===== src/rtl/hazard_ctrl.sv =====
// hazard_ctrl: stall/flush sequencing for the five-stage pipeline.
// Resolves data-memory freezes, EX-stage redirects and load-use hazards
// (priority in that order) into PC / IF-ID / ID-EX controls, inserts
// LU_BUBBLES bubbles per load-use hazard and keeps saturating event counters.
module hazard_ctrl #(
  parameter int LU_BUBBLES = 1,   // legal range 1..3
  parameter int CNT_W      = 16
) (
  input  logic             clk,
  input  logic             rst_n,
  input  logic             is_branch,
  input  logic             ex_valid,
  input  logic             ex_is_load,
  input  logic [4:0]       ex_rd,
  input  logic             id_valid,
  input  logic [4:0]       id_rs1,
  input  logic [4:0]       id_rs2,
  input  logic             id_rs1_en,
  input  logic             id_rs2_en,
  input  logic             mem_busy,
  output logic             pc_stall,
  output logic             if_id_stall,
  output logic             if_id_flush,
  output logic             id_ex_flush,
  output logic             pipe_freeze,
  output logic [CNT_W-1:0] flush_cnt,
  output logic [CNT_W-1:0] stall_cnt,
  output logic [CNT_W-1:0] freeze_cnt
);

  typedef enum logic {S_RUN, S_LU} state_t;

  localparam logic [1:0] LU_EXTRA = 2'(LU_BUBBLES - 1);

  state_t           state_q, state_d;
  logic [1:0]       bcnt_q, bcnt_d;
  logic [CNT_W-1:0] flush_cnt_q, flush_cnt_d;
  logic [CNT_W-1:0] stall_cnt_q, stall_cnt_d;
  logic [CNT_W-1:0] freeze_cnt_q, freeze_cnt_d;

  logic br;
  logic lu;

  function automatic logic [CNT_W-1:0] sat_inc(input logic [CNT_W-1:0] c);
    return (&c) ? c : c + {{(CNT_W-1){1'b0}}, 1'b1};
  endfunction

  // Hazard qualifiers: a redirect needs a real EX instruction; a load-use
  // hazard needs a real load writing a non-x0 register that ID really reads.
  always_comb begin
    br = is_branch & ex_valid;
    lu = ex_valid & ex_is_load & (ex_rd != 5'd0) & id_valid &
         ((id_rs1_en & (id_rs1 == ex_rd)) | (id_rs2_en & (id_rs2 == ex_rd)));
  end

  // Control outputs (zero latency) and next state / counter values.
  always_comb begin
    // NOTE: every output of this block gets a default first so no path can
    // leave a signal unassigned and infer a latch.
    pc_stall     = 1'b0;
    if_id_stall  = 1'b0;
    if_id_flush  = 1'b0;
    id_ex_flush  = 1'b0;
    pipe_freeze  = 1'b0;
    state_d      = state_q;
    bcnt_d       = bcnt_q;
    flush_cnt_d  = flush_cnt_q;
    stall_cnt_d  = stall_cnt_q;
    freeze_cnt_d = freeze_cnt_q;

    if (!rst_n) begin
      // Controls stay quiet while reset is held; the flops clear on the edge.
    end else if (mem_busy) begin
      // Back end is held: state and bubble count wait for memory.
      pc_stall     = 1'b1;
      if_id_stall  = 1'b1;
      pipe_freeze  = 1'b1;
      freeze_cnt_d = sat_inc(freeze_cnt_q);
    end else begin
      unique case (state_q)
        S_RUN: begin
          if (br) begin
            // ID holds the wrong path, so its load-use match is meaningless.
            if_id_flush = 1'b1;
            id_ex_flush = 1'b1;
            flush_cnt_d = sat_inc(flush_cnt_q);
          end else if (lu) begin
            pc_stall    = 1'b1;
            if_id_stall = 1'b1;
            id_ex_flush = 1'b1;
            stall_cnt_d = sat_inc(stall_cnt_q);
            if (LU_BUBBLES > 1) begin
              state_d = S_LU;
              bcnt_d  = LU_EXTRA;
            end
          end
        end
        S_LU: begin
          // EX holds a bubble here, so br and lu cannot be meaningful.
          pc_stall    = 1'b1;
          if_id_stall = 1'b1;
          id_ex_flush = 1'b1;
          bcnt_d      = bcnt_q - 2'd1;
          if (bcnt_q <= 2'd1) begin
            state_d = S_RUN;
            bcnt_d  = 2'd0;
          end
        end
        default: state_d = S_RUN;
      endcase
    end
  end

  // State and counter registers with synchronous active-low reset.
  always_ff @(posedge clk) begin
    // NOTE: sequential state uses non-blocking assignments only, so every
    // flop samples the pre-edge value of every other flop.
    if (!rst_n) begin
      state_q      <= S_RUN;
      bcnt_q       <= 2'd0;
      flush_cnt_q  <= '0;
      stall_cnt_q  <= '0;
      freeze_cnt_q <= '0;
    end else begin
      state_q      <= state_d;
      bcnt_q       <= bcnt_d;
      flush_cnt_q  <= flush_cnt_d;
      stall_cnt_q  <= stall_cnt_d;
      freeze_cnt_q <= freeze_cnt_d;
    end
  end

  assign flush_cnt  = flush_cnt_q;
  assign stall_cnt  = stall_cnt_q;
  assign freeze_cnt = freeze_cnt_q;

endmodule


===== config.mk =====
export PLATFORM = sky130hd
export DESIGN_NAME = hazard_ctrl
export DESIGN_NICKNAME = d
export VERILOG_FILES = /design/src/rtl/hazard_ctrl.sv
export SDC_FILE = /design/constraint.sdc
export NUM_CORES = 1
export LEC_CHECK = 0
export ABC_AREA = 1
export CAP_MARGIN = 15
export CORE_MARGIN = 5
export CORE_UTILIZATION = 63
export DETAILED_ROUTE_END_ITERATION = 7
export DONT_BUFFER_PORTS = 1
export PLACE_DENSITY = 0.79
export SLEW_MARGIN = 30
export SYNTH_ARGS = -nofsm -noshare
export SYNTH_HDL_FRONTEND = slang
export SYNTH_SLANG_ARGS = --single-unit

===== constraint.sdc =====
create_clock -name clk -period 2 [get_ports clk]
set_input_delay 0.1 -clock clk [delete_from_list [all_inputs] [get_ports clk]]
set_output_delay 0.1 -clock clk [all_outputs]
set_load 0.05 [all_outputs]

==> results of run 1 <==
[per-layer routing]
metal / vias to the layer above / wire [µm] / track usage / part of all wire
met1: 1397 / 3211 / 0.2791 / 0.43
met5: - / 0 / 0 / 0
met2: 70 / 3770 / 0.4524 / 0.51
met3: 5 / 388 / 0.04740 / 0.052
met4: 0 / 48 / 0.06357 / 0.0065
li1: 1655 / - / - / -
[report_power, final]
group          switching, mW  internal [mW]
registers            0.00298           1.02
clock network          0.362          0.283
logic                  0.123         0.0505
total                  0.487           1.35
[cells by family (layout without fill, tap and decap cells)]
family                   after synthesis  in the layout  share of synthesized area
AO/OA/AOI/OAI                         52             52                    0.09218
XOR/XNOR                              13             13                    0.03745
adder cells (fa/ha/maj)                3              3                    0.01235
buffers and inverters                 78            127                     0.1136
flip-flops                            51             51                     0.3358
AND/OR/NAND/NOR                      299            299                     0.4086
[sequential cells by signal, indices dropped and copies added, names as in the netlist]
register and count:
state_q 1, bcnt_q 2, stall_cnt 16, flush_cnt 16, freeze_cnt 16
[what timing repair did]
action / 4_1_cts / 5_1_grt
hold endpoints to repair: 33 / 0
gates resized for setup: 0 / 1
hold buffers: 2 / 0
buffers inserted: 0 / 0
endpoints found under the setup margin: 0 / 3
[through the flow]
step | util | instances | power, mW | instance area, µm²
global placement | 0.7264 | 589 | 1.201 | 3408
finish | 0.7549 | 599 | 1.842 | 3542
detailed placement | 0.7264 | 589 | 1.204 | 3408
floorplan | - | 496 | 1.190 | 3040
global route | 0.7549 | 599 | 1.910 | 3542
CTS | 0.7539 | 599 | 1.842 | 3537
[cells in the mapped netlist (2+ instances only)]
cell      count  area [µm²]
a21oi_1      34       170.2
a31oi_1       4       25.02
buf_2         3       15.01
buf_4         3       22.52
buf_6         5       56.30
clkbuf_1      4       15.01
dfxtp_1      51        1021
ha_1          3       37.54
inv_1        57       214.0
inv_2         6       22.52
nand2_1     142       533.0
nand2_2       3       18.77
nand3_1      37       185.2
nand3b_1      2       15.01
nand4_1       7       43.79
nor2_1       90       337.8
nor2_2        3       18.77
nor3_1       10       50.05
o21ai_0      12       60.06
xnor2_1       3       26.28
xor2_1       10       87.58
[final cells by class]
class / count / share of cell area
Tap cell: 54 / 0.01907
Timing Repair Buffer: 56 / 0.1229
Inverter: 63 / 0.06676
Multi-Input combinational cell: 367 / 0.4751
Clock inverter: 2 / 0.004592
Clock buffer: 6 / 0.02331
Sequential cell: 51 / 0.2882
[how the worst min path moves through the flow]
stage                     startpoint              to  slack, ns  cells past startpoint
final                       mem_busy       bcnt_q[0]       0.03                      4
after global routing        mem_busy  freeze_cnt[12]       0.06                      2
after CTS                   mem_busy  freeze_cnt[12]       0.03                      2
after detailed placement       rst_n   flush_cnt[12]       0.23                      2
after global placement         rst_n    stall_cnt[4]       0.23                      2
after floorplan             mem_busy         state_q       0.42                      3
[critical path, stage by stage (launching register included)]
cell	delay, ns
dfxtp_1	0.37
buf_4	0.23
nand3_1	0.12
nor2_1	0.19
nand2_1	0.13
nor2_1	0.19
inv_1	0.07
nor2_1	0.16
nand3_1	0.10
nand2_1	0.09
nor2_1	0.04
==> results.json, run 1 <==
{
  "nNetsFinal": 571,
  "grtUsageTotal": 0.2425,
  "ys_types": 28,
  "maxSlewViolCount": 0,
  "worstSkewPairLatency_ns": 0.30,
  "die_area_um2": 6315,
  "vias_per_cell": 5.220,
  "wl_per_cell_um": 12.39,
  "chipHeight_um": 79.47,
  "endpoint": "stall_cnt[11]",
  "portBuffers": 0,
  "synth_edf_count": 0,
  "rsz0062_at_grt": "false",
  "path_clk_slew_ns": 0.10,
  "grt_overflow": 0,
  "pin_count": 77,
  "vias": 3127,
  "startpoint": "stall_cnt[0]",
  "gp_congestion": 0.8471,
  "drcViolationCount": 0,
  "end_kind": "flip-flop",
  "fmax_mhz": 558.0,
  "max_slew_margin": 0.5850,
  "placementRows": 25,
  "synthToLayoutAreaGrowth_pct": 16.50,
  "syn_area_um2": 3040,
  "cts-root-buf": "clkbuf_8",
  "syn_nets": 523,
  "final_common_cell": "nand2_1",
  "synth_seq_cells": 51,
  "maxCapViolations": 0,
  "drt_wl_total_um": 7419,
  "crit_required_ns": 2.21,
  "status": "finished, final reports clean",
  "layout_common_cells": "142 x nand2_1, 90 x nor2_1, 57 x inv_1, 54 x buf_4, 51 x dfxtp_1",
  "tns_ns": 0,
  "grt_max_degree": 34,
  "async_reset_ff_frac": 0,
  "initial_utilization": 0.6480,
  "critPathMaxFanout": 4,
  "drive_above_1_share": 0.1486,
  "layout_setup_ws_ns": 0.2077,
  "reg2reg_to": "stall_cnt[11]",
  "vdd_ir_drop_max_mv": 0.6475,
  "antenna_found_initial": 0,
  "arrival_ns": 2.00,
  "dp_slack_ns": 0.2108,
  "startpoint_type": "flip-flop",
  "synthCells": 496,
  "cts_buffers": 5,
  "hold_path.class": "input pin to flip-flop",
  "coreArea_um2": 4692,
  "grt_pass1_wl_um": 12530,
  "drtPass1Iterations": 4,
  "cts_tree": "yes",
  "numClockSinks": 51,
  "clock_skew_ns": 0.009257,
  "worstSetupPathType": "flip-flop to flip-flop",
  "die_x_um": 79.47,
  "dp_hpwl_um": 5532,
  "seqCellArea_um2": 1021,
  "clock_path_buffers": 2,
  "hold_violations": 0,
  "synth_ff_type": "dfxtp_1",
  "power.density_nw_per_um2": 520.0,
  "postRouteAntennaNets": 0,
  "grt_pass1_vias": 2953,
  "ys_seq_area_frac": 0.3358,
  "worst_pin_slew_ns": 0.6211,
  "h-tree-depth": 2,
  "multiInputGateArea_um2": 1683,
  "period_minus_slack_ns": 1.792,
  "fillers": 416,
  "whs_ns": 0.03263,
  "drt_iter0_markers": 129,
  "reg2regPathDepth": 10,
  "min_period_over_period": 0.8961,
  "antenna_cells": 0,
  "p_leak_nw": 1.518,
  "r2r_slack_ns": 0.21,
  "syn_avg_cell_area_um2": 6.130,
  "r2r-start": "stall_cnt[0]",
  "finalSetupViolCount": 0,
  "ys_warn_count": 0
}
Note: power is estimated with default switching activity, not from simulation.
==> run 2, diff against run 1 <==
==> constraint.sdc (replaced) <==
create_clock -name clk -period 1.9 [get_ports clk]
set_input_delay 0.095 -clock clk [delete_from_list [all_inputs] [get_ports clk]]
set_output_delay 0.095 -clock clk [all_outputs]
set_load 0.05 [all_outputs]
==> run 2 against run 1 <==
Against the previous run: total power up 8.2%; die area unchanged; largest power group unchanged; non-clock buffer count up 2; hold slack improved by 0.015 ns; worst setup slack lost 0.047 ns; core utilization is 0.56 points higher; maximum frequency rose by 3.0%; sequential cell count is the same.
==> results.json, run 2 (synthesized netlist as in run 1, its figures left out) <==
{
  "status": "finished, final reports clean",
  "numClockSinks": 51,
  "drt_iter0_markers": 200,
  "hold_violations": 0,
  "startpoint": "stall_cnt[0]",
  "max_slew_margin": 0.7075,
  "gp_congestion": 0.8725,
  "synthToLayoutAreaGrowth_pct": 17.37,
  "cts_buffers": 5,
  "vdd_ir_drop_max_mv": 0.3909,
  "crit_required_ns": 2.09,
  "path_clk_slew_ns": 0.09,
  "p_sw_uw": 477.4,
  "drive_above_1_share": 0.1593,
  "final_cells": 600,
  "cp_common_cell": "nor2_1",
  "antenna_cells": 0,
  "die_area_um2": 6315,
  "worst_pin_slew_ns": 0.4383,
  "fillers": 403,
  "period_minus_slack_ns": 1.739,
  "drt_wl_total_um": 7472,
  "p_total_mw": 1.994,
  "drcViolationCount": 0,
  "chipHeight_um": 79.47,
  "p_clk_frac": 0.365,
  "grt_max_degree": 34,
  "pwr-share-seq": 0.541,
  "clock_skew_ns": 0.004937,
  "grt_pass1_vias": 3024,
  "crit_family": "simple AND/OR/NAND/NOR gates",
  "dp_hpwl_um": 5521,
  "drtPass1Iterations": 4,
  "cpPeakStageDelay_ns": 0.34,
  "reg2regPathDepth": 11,
  "p_sw_frac": 0.2394,
  "maxCapViolations": 0,
  "rsz0062_at_grt": "false",
  "startpoint_type": "flip-flop",
  "critPathMaxFanout": 12,
  "worstSkewPairLatency_ns": 0.30,
  "worstSetupPathType": "flip-flop to flip-flop",
  "placementRows": 25,
  "pin_count": 77,
  "maxSlewViolCount": 0,
  "antenna_found_initial": 0,
  "nNetsFinal": 573,
  "vias": 3186,
  "p_leak_nw": 1.535,
  "final_common_cell": "nand2_1",
  "place_inst": 591,
  "layout_common_cells": "142 x nand2_1, 90 x nor2_1, 57 x inv_1, 56 x buf_4, 45 x dfxtp_1",
  "portBuffers": 0,
  "coreArea_um2": 4692,
  "r2r_slack_ns": 0.16,
  "reg2reg_to": "stall_cnt[5]",
  "arrival_ns": 1.93,
  "hold_end": "freeze_cnt[0]",
  "power.density_nw_per_um2": 558.7,
  "cp_cell_sequence": "ha_1, inv_1, nor2_1, nand2_2, nor2_1, nand2_1, nand2_2, buf_4, nor2_1, a21oi_1, nor2_1",
  "initial_utilization": 0.6480,
  "fmax_mhz": 574.9,
  "grtUsageTotal": 0.2453,
  "cts-root-buf": "clkbuf_8",
  "cts_tree": "yes",
  "grt_pass1_wl_um": 12740,
  "finalSetupViolCount": 0,
  "p_comb_frac": 0.094,
  "tns_ns": 0,
  "p_int_mw": 1.516,
  "hold_path.class": "input pin to flip-flop",
  "end_kind": "flip-flop",
  "r2r-start": "stall_cnt[0]",
  "min_period_over_period": 0.9155,
  "clock_path_buffers": 2,
  "h-tree-depth": 2,
  "grt_overflow": 0,
  "postRouteAntennaNets": 0,
  "cts_setup_buffers": 0,
  "wl_per_cell_um": 12.45,
  "hp-start": "mem_busy",
  "vias_per_cell": 5.310,
  "die_x_um": 79.47,
  "cp_num_buf_inv": 2,
  "holdPathStages": 2,
  "cp_slowest_cell": "dfxtp_2"
}
-- run 2: final cells by class --
class	instances	area, µm²	area share
multi-input cells	367	1683	0.4716
flip-flops and latches	51	1028	0.2882
repair buffers	58	450.4	0.1262
inverters	63	236.5	0.06627
clock buffers	6	72.57	0.02034
well taps	54	67.56	0.01893
clock inverters	1	30.03	0.008415
-- run 2: worst max-delay path by stage --
stage / slack (ns) / cells past startpoint / to
floorplan: 0.13 / 10 / stall_cnt[3]
global placement: 0.23 / 10 / freeze_cnt[10]
detailed placement: 0.16 / 10 / freeze_cnt[10]
CTS: 0.13 / 10 / freeze_cnt[10]
global route: 0.02 / 11 / stall_cnt[6]
finish: 0.16 / 11 / stall_cnt[5]
-- run 2: metrics by stage --
| stage | util | hold slack (ns) | instance area (µm²) | worst slack (ns) |
|---|---|---|---|---|
| after CTS | 0.7595 | 0.03113 | 3563 | 0.1315 |
| final | 0.7605 | 0.04810 | 3568 | 0.1606 |
| after global placement | 0.7312 | 0.2174 | 3431 | 0.2342 |
| after floorplan | - | 0.4104 | 3052 | 0.1283 |
| after global routing | 0.7605 | 0.04476 | 3568 | 0.01650 |
| after detailed placement | 0.7312 | 0.2247 | 3431 | 0.1558 |
-- run 2: layer usage --
metal,global-route usage,vias up,routed length [µm]
met5,0,-,0
met4,0.06014,0,91
met3,0.07449,11,579
met2,0.4316,86,3580
met1,0.2894,1438,3220
li1,-,1651,-
-- run 2: power by group through the flow --
stage	Combinational (mW)	Clock (mW)	Sequential [mW]
final	0.187	0.728	1.08
after floorplan	0.128	0	1.13
after global placement	0.165	0	1.10
after detailed placement	0.168	0	1.10
after global routing	0.207	0.784	1.08
after CTS	0.186	0.743	1.08
-- run 2: repair_timing --
item,CTS,global route
hold buffers,2,0
endpoints found under the setup margin,0,2
resized for setup,0,1
hold endpoints to repair,33,0
